<file path="src/rtl/capture_sequencer.sv">
// rtl/capture_sequencer.sv - still-capture sequencer: setting snapshot, frame alignment, encoder start, crop windows
// Optional frame-count abort is enabled by defining CAPTURE_TIMEOUT_EN.
module capture_sequencer #(
   parameter int SENSOR_WIDTH   = 1288,
   parameter int CROP_SIZE      = 720,
   parameter int TIMEOUT_FRAMES = 4
) (
   input  logic        clock_in,
   input  logic        reset_n_in,
   input  logic        start_capture_in,
   input  logic        frame_valid_in,
   input  logic        line_valid_in,
   input  logic [9:0]  x_pan_in,
   input  logic [10:0] resolution_in,
   input  logic [1:0]  compression_factor_in,
   input  logic        encoder_image_valid_in,
   output logic        encoder_start_out,
   output logic [1:0]  compression_factor_out,
   output logic [10:0] x_size_out,
   output logic [10:0] y_size_out,
   output logic [10:0] pan_x_start_out,
   output logic [10:0] pan_x_end_out,
   output logic [10:0] zoom_start_out,
   output logic [10:0] zoom_end_out,
   output logic        busy_out,
   output logic        image_ready_out,
   output logic        timeout_out,
   output logic [10:0] line_count_out
);

   localparam logic [2:0] S_IDLE     = 3'd0;
   localparam logic [2:0] S_ARM      = 3'd1;
   localparam logic [2:0] S_WAIT_SOF = 3'd2;
   localparam logic [2:0] S_CAPTURE  = 3'd3;
   localparam logic [2:0] S_ENCODE   = 3'd4;
   localparam logic [2:0] S_DONE     = 3'd5;

   localparam logic [10:0] CROP    = 11'(CROP_SIZE);
   localparam logic [10:0] PAN_MAX = 11'(SENSOR_WIDTH - CROP_SIZE);
   localparam logic [10:0] RES_MIN = 11'd16;

   logic [2:0]  state;
   logic        arm_first;
   logic        frame_valid_q;
   logic        line_valid_q;
   logic [10:0] res_q;
   logic [10:0] pan_q;
   logic [1:0]  cf_q;
   logic [10:0] line_count;
   logic [10:0] zoom_start;

   logic        fv_rise;
   logic        fv_fall;
   logic        lv_fall;
   logic        load_active;
   logic        abort;
   logic [10:0] res_round;
   logic [10:0] res_clean;
   logic [10:0] pan_ext;
   logic [10:0] pan_clean;

   assign fv_rise = frame_valid_in & ~frame_valid_q;
   assign fv_fall = ~frame_valid_in & frame_valid_q;
   assign lv_fall = ~line_valid_in & line_valid_q;

   // Settings are snapshotted between frames while idle, and once more on ARM entry.
   assign load_active = ((state == S_IDLE) && !frame_valid_in) || ((state == S_ARM) && arm_first);

   always_comb begin
      res_round = {resolution_in[10:4], 4'b0000};
      res_clean = res_round;
      if (res_round < RES_MIN) begin
         res_clean = RES_MIN;
      end else if (res_round > CROP) begin
         res_clean = CROP;
      end
      pan_ext   = {1'b0, x_pan_in};
      pan_clean = (pan_ext > PAN_MAX) ? PAN_MAX : pan_ext;
   end

`ifdef CAPTURE_TIMEOUT_EN
   logic [2:0] frame_count;
   logic       count_frame;
   logic       timeout_q;

   assign count_frame = fv_fall && !arm_first &&
                        ((state == S_ARM) || (state == S_WAIT_SOF) || (state == S_ENCODE));
   assign abort       = count_frame && (frame_count == 3'(TIMEOUT_FRAMES - 1));
   assign timeout_out = timeout_q;

   always_ff @(posedge clock_in or negedge reset_n_in) begin
      if (!reset_n_in) begin
         frame_count <= 3'd0;
         timeout_q   <= 1'b0;
      end else if (arm_first) begin
         frame_count <= 3'd0;
         timeout_q   <= 1'b0;
      end else if (count_frame) begin
         frame_count <= frame_count + 3'd1;
         if (abort) begin
            timeout_q <= 1'b1;
         end
      end
   end
`else
   assign abort       = 1'b0;
   assign timeout_out = 1'b0;
`endif

   always_ff @(posedge clock_in or negedge reset_n_in) begin
      if (!reset_n_in) begin
         state             <= S_IDLE;
         arm_first         <= 1'b0;
         frame_valid_q     <= 1'b0;
         line_valid_q      <= 1'b0;
         res_q             <= 11'd512;
         pan_q             <= 11'd284;
         cf_q              <= 2'd0;
         encoder_start_out <= 1'b0;
         image_ready_out   <= 1'b0;
         line_count        <= 11'd0;
         line_count_out    <= 11'd0;
      end else begin
         frame_valid_q     <= frame_valid_in;
         line_valid_q      <= line_valid_in;
         encoder_start_out <= 1'b0;
         arm_first         <= 1'b0;
         if (load_active) begin
            res_q <= res_clean;
            pan_q <= pan_clean;
            cf_q  <= compression_factor_in;
         end
         case (state)
            S_IDLE: begin
               if (start_capture_in) begin
                  state     <= S_ARM;
                  arm_first <= 1'b1;
               end
            end
            S_ARM: begin
               if (arm_first) begin
                  image_ready_out <= 1'b0;
                  line_count      <= 11'd0;
               end
               // Low here means either no frame at entry or the running frame has just ended.
               if (abort) begin
                  state <= S_IDLE;
               end else if (!frame_valid_in) begin
                  state             <= S_WAIT_SOF;
                  encoder_start_out <= 1'b1;
               end
            end
            S_WAIT_SOF: begin
               if (abort) begin
                  state <= S_IDLE;
               end else if (fv_rise) begin
                  state <= S_CAPTURE;
               end
            end
            S_CAPTURE: begin
               if (lv_fall && (line_count != 11'h7FF)) begin
                  line_count <= line_count + 11'd1;
               end
               if (fv_fall) begin
                  state <= S_ENCODE;
               end
            end
            S_ENCODE: begin
               if (encoder_image_valid_in) begin
                  state           <= S_DONE;
                  image_ready_out <= 1'b1;
                  line_count_out  <= line_count;
               end else if (abort) begin
                  state <= S_IDLE;
               end
            end
            S_DONE: begin
               state <= S_IDLE;
            end
            default: begin
               state <= S_IDLE;
            end
         endcase
      end
   end

   assign zoom_start             = (CROP - res_q) >> 1;
   assign zoom_start_out         = zoom_start;
   assign zoom_end_out           = zoom_start + res_q;
   assign pan_x_start_out        = pan_q;
   assign pan_x_end_out          = pan_q + CROP;
   assign x_size_out             = res_q;
   assign y_size_out             = res_q;
   assign compression_factor_out = cf_q;
   assign busy_out               = (state == S_ARM) || (state == S_WAIT_SOF) ||
                                   (state == S_CAPTURE) || (state == S_ENCODE);

endmodule
</file>
<file path="config.mk">
export PLATFORM = sky130hd
export DESIGN_NAME = capture_sequencer
export DESIGN_NICKNAME = d
export VERILOG_FILES = /design/src/rtl/capture_sequencer.sv
export SDC_FILE = /design/constraint.sdc
export NUM_CORES = 1
export LEC_CHECK = 0
export CAP_MARGIN = 25
export CORE_AREA = 2 2 80 82
export CTS_BUF_LIST = sky130_fd_sc_hd__clkbuf_8
export DETAILED_ROUTE_END_ITERATION = 6
export DIE_AREA = 0 0 82 84
export PLACE_DENSITY_LB_ADDON = 0.1
export SLEW_MARGIN = 25
export SYNTH_ARGS = -nofsm -noshare
export SYNTH_HDL_FRONTEND = slang
export SYNTH_SLANG_ARGS = --single-unit
</file>
<file path="constraint.sdc">
create_clock -name clock_in -period 3.3 [get_ports clock_in]
set_input_delay 0.33 -clock clock_in [delete_from_list [all_inputs] [get_ports clock_in]]
set_output_delay 0.33 -clock clock_in [all_outputs]
set_load 0.02 [all_outputs]
</file>
==> metrics <==
DR WL/cell=13.8 um; first-pass GRT wire length=10.0 mm; largest net degree at the start of global routing=50; FF-to-FF Start=state[2]$_DFFE_PN0P_; Final Critical Period=3110 ps; final slew viol count=0; vias in the first global route=2185; Hold Vio Cnt, Final=0; Global Route met3 Usage=0.0260; Worst-Margin Slew=668 ps; Worst Path Arrival=2780 ps; Max Root-Sink Buffers=2; number of synthesized register bits=49; Post-CTS Hold Buffers=0; Period Utilization, post-route=0.941; Via-to-Cell Ratio=5.30; Startpoint Class=flip-flop; crit path max fanout=9; total track usage=0.184; Synth top area share=0.381; die extent in y=84 um; CP endpoint=zoom_end_out[10]; slew margin rel.=0.551; Cell Rows=29; IO Count=112; cell area after synthesis=0.00289 mm2; CP startpoint=x_size_out[5]$_DFFE_PN0P_; post-route setup TNS=0 ps; antenna viol nets, final=0; initial antenna violation count=0; largest area contributor in the netlist=dfrtp_1; final wirelength=roughly 6 mm; clock slew at reported path FFs=90 ps; Root Buffer=clkbuf_8; # DRC=0; Pre-antenna DRT Iters=4; Achievable Freq=around 0.32 GHz; Post-Syn Instances=292; layout cells sized above 1=0.0902; hold crit path type=in -> async; crit path capture type=output pin; met2 track utilization from global routing=0.297; Die X=82 um; DR vias=2349; post-synthesis average cell area=9.89 um2; die area=0.00689 mm2; EDFF count, synth=0; Clock H-tree levels=2; Main synth FF type=dfrtp_1; critical path required time=just under 3000 ps; R2R Setup Slk=1340 ps; pwr/cell area=between 1000 and 1500 mW/mm2; max-cap viol count=0; Pleak=between 1.5 and 2 nW; DR iter-0 viols=68; TritonCTS Buffers=5; Area contributors post-synth=dfrtp_1 (38%), buf_4 (8.3%), dfstp_2 (4.5%); status=finished, final reports clean; Worst Clk Skew=just under 10 ps; Setup-failing EPs final=0; CTS sink cnt=49; RR Endpoint=x_size_out[4]$_DFFE_PN0P_; R2R cell count=4; met1 Resource Use GR=0.249; antenna fix cells=0; post-layout util=0.615; Core ar.=a little over 0.006 mm2; ys async rst share=1.00; unrepaired setup endpoints after global routing=false; Starting Density=0.474; GRT overflow=0; yosys warns=0; post-detail-place hpwl=around 4.6 mm; Most Crowded Layer GR=met2; Setup Crit Path Kind=reg -> out; number of distinct library cells after synthesis=54; Max VDD drop=0.736 mV; synth-to-layout area growth=29.7%; clk_lat worst skew=300 ps; Net count, final=402; Port Buf Inserts=90; Placer Congestion=about 0.8; CTS tree=built; Fillers=553; Seq/Total Area, Yosys=0.427
==> registers in the layout, summed over array words and instances, names as in the netlist <==
register                count
x_size_out                  7
encoder_start_out           1
image_ready_out             1
pan_x_start_out            10
line_count_out             11
frame_valid_q               1
arm_first                   1
compression_factor_out      2
line_valid_q                1
line_count                 11
state                       3
==> metrics by stage <==
step	setup slack (ps)	cell area, um2	std cells	power, mW	hold slack, ps
floorplan	495	2950	308	2.54	34.4
global placement	285	3650	435	3.45	459
detailed placement	247	3650	435	3.48	383
CTS	8.40	3740	443	3.83	51.0
global route	7.84	3750	443	4.08	84.8
finish	194	3750	443	3.80	30.2
==> synthesized netlist by cell type, drive strengths merged (4+ instances only) <==
library cell,instances
dfrtp,44
buf,39
nand2,24
nor2,18
o21ai,18
o31ai,12
inv,11
mux2,11
nand3,10
a21oi,9
ha,8
xnor2,7
nor3,6
a22o,5
and2,5
dfstp,5
xor2,5
a211oi,4
a31oi,4
and3,4
nand4,4
o21bai,4
==> layout by cell type, fill, tap and decap left out, types with 6 or more instances in the layout <==
master           netlist  final
dfrtp_1               44     42
nand2_1               24     24
conb_1                 1     17
inv_1                 11     11
ha_1                   8      8
xnor2_1                7      7
o31ai_1               12     12
nor3_1                 6      6
mux2_2                11     11
nor2_1                18     18
clkdlybuf4s50_1        0     87
nand3_1               10     10
o21ai_0               13     13
a21oi_1                9      9
==> report_power, final <==
part	leakage (nW)	switching [mW]	internal, mW
clock	0.0439	0.200	0.147
combinational	0.925	1.29	1.15
sequential	0.617	0.219	0.796
==> final cells by class <==
cell class	instances	area, um2	area share
multi-input cells	208	1390	0.371
flip-flops and latches	49	1230	0.330
repair buffers	90	900	0.240
well taps	77	96.3	0.0257
clock buffers	5	68.8	0.0184
inverters	11	41.3	0.0110
clock inverters	3	17.5	0.00467
==> how the worst min path moves through the flow <==
stage | startpoint | endpoint | slack [ps] | depth (start not counted)
2_1_floorplan | reset_n_in | arm_first$_DFF_PN0_ | 30 | 0
3_3_place_gp | compression_factor_out[0]$_DFFE_PN0P_ | compression_factor_out[0]$_DFFE_PN0P_ | 460 | 2
3_5_place_dp | reset_n_in | line_count_out[0]$_DFFE_PN0P_ | 380 | 1
4_1_cts | reset_n_in | line_count_out[3]$_DFFE_PN0P_ | 50 | 1
5_1_grt | reset_n_in | line_count_out[0]$_DFFE_PN0P_ | 80 | 1
6_report | reset_n_in | line_count_out[3]$_DFFE_PN0P_ | 30 | 1
==> critical path, stage by stage (launching register included) <==
cell and delay [ps]:
dfrtp_2 470, ha_1 270, a21oi_1 180, xor2_1 240, ha_1 320, o21a_1 160, a2111oi_1 370, nand3b_1 140
dlygate4sd2_1 330
==> repair_timing <==
item / 4_1_cts / 5_1_grt
pin swaps: 0 / 0
setup endpoints to repair: 1 / 2
cloned: 0 / 0
buffers inserted: 0 / 0
resized for setup: 1 / 4
==> kinds of logic (layout without fill, tap and decap cells) <==
family	Yosys count	in the layout	synth area share
AOI/OAI and AO/OA	71	71	0.175
xor gates and xnor gates	12	12	0.0364
adders and majority gates	8	8	0.0346
DFF	49	49	0.427
buffers and inverters	51	109	0.115
other	1	17	0.00130
muxes	13	13	0.0498
and+or+nand+nor	87	87	0.161
==> routing by layer <==
metal	vias to the layer above	wire, um
li1	1149	-
met1	1129	2860
met2	66	2940
met3	5	258
met4	0	71
met5	-	0
Power figures use the tool's default switching activity.
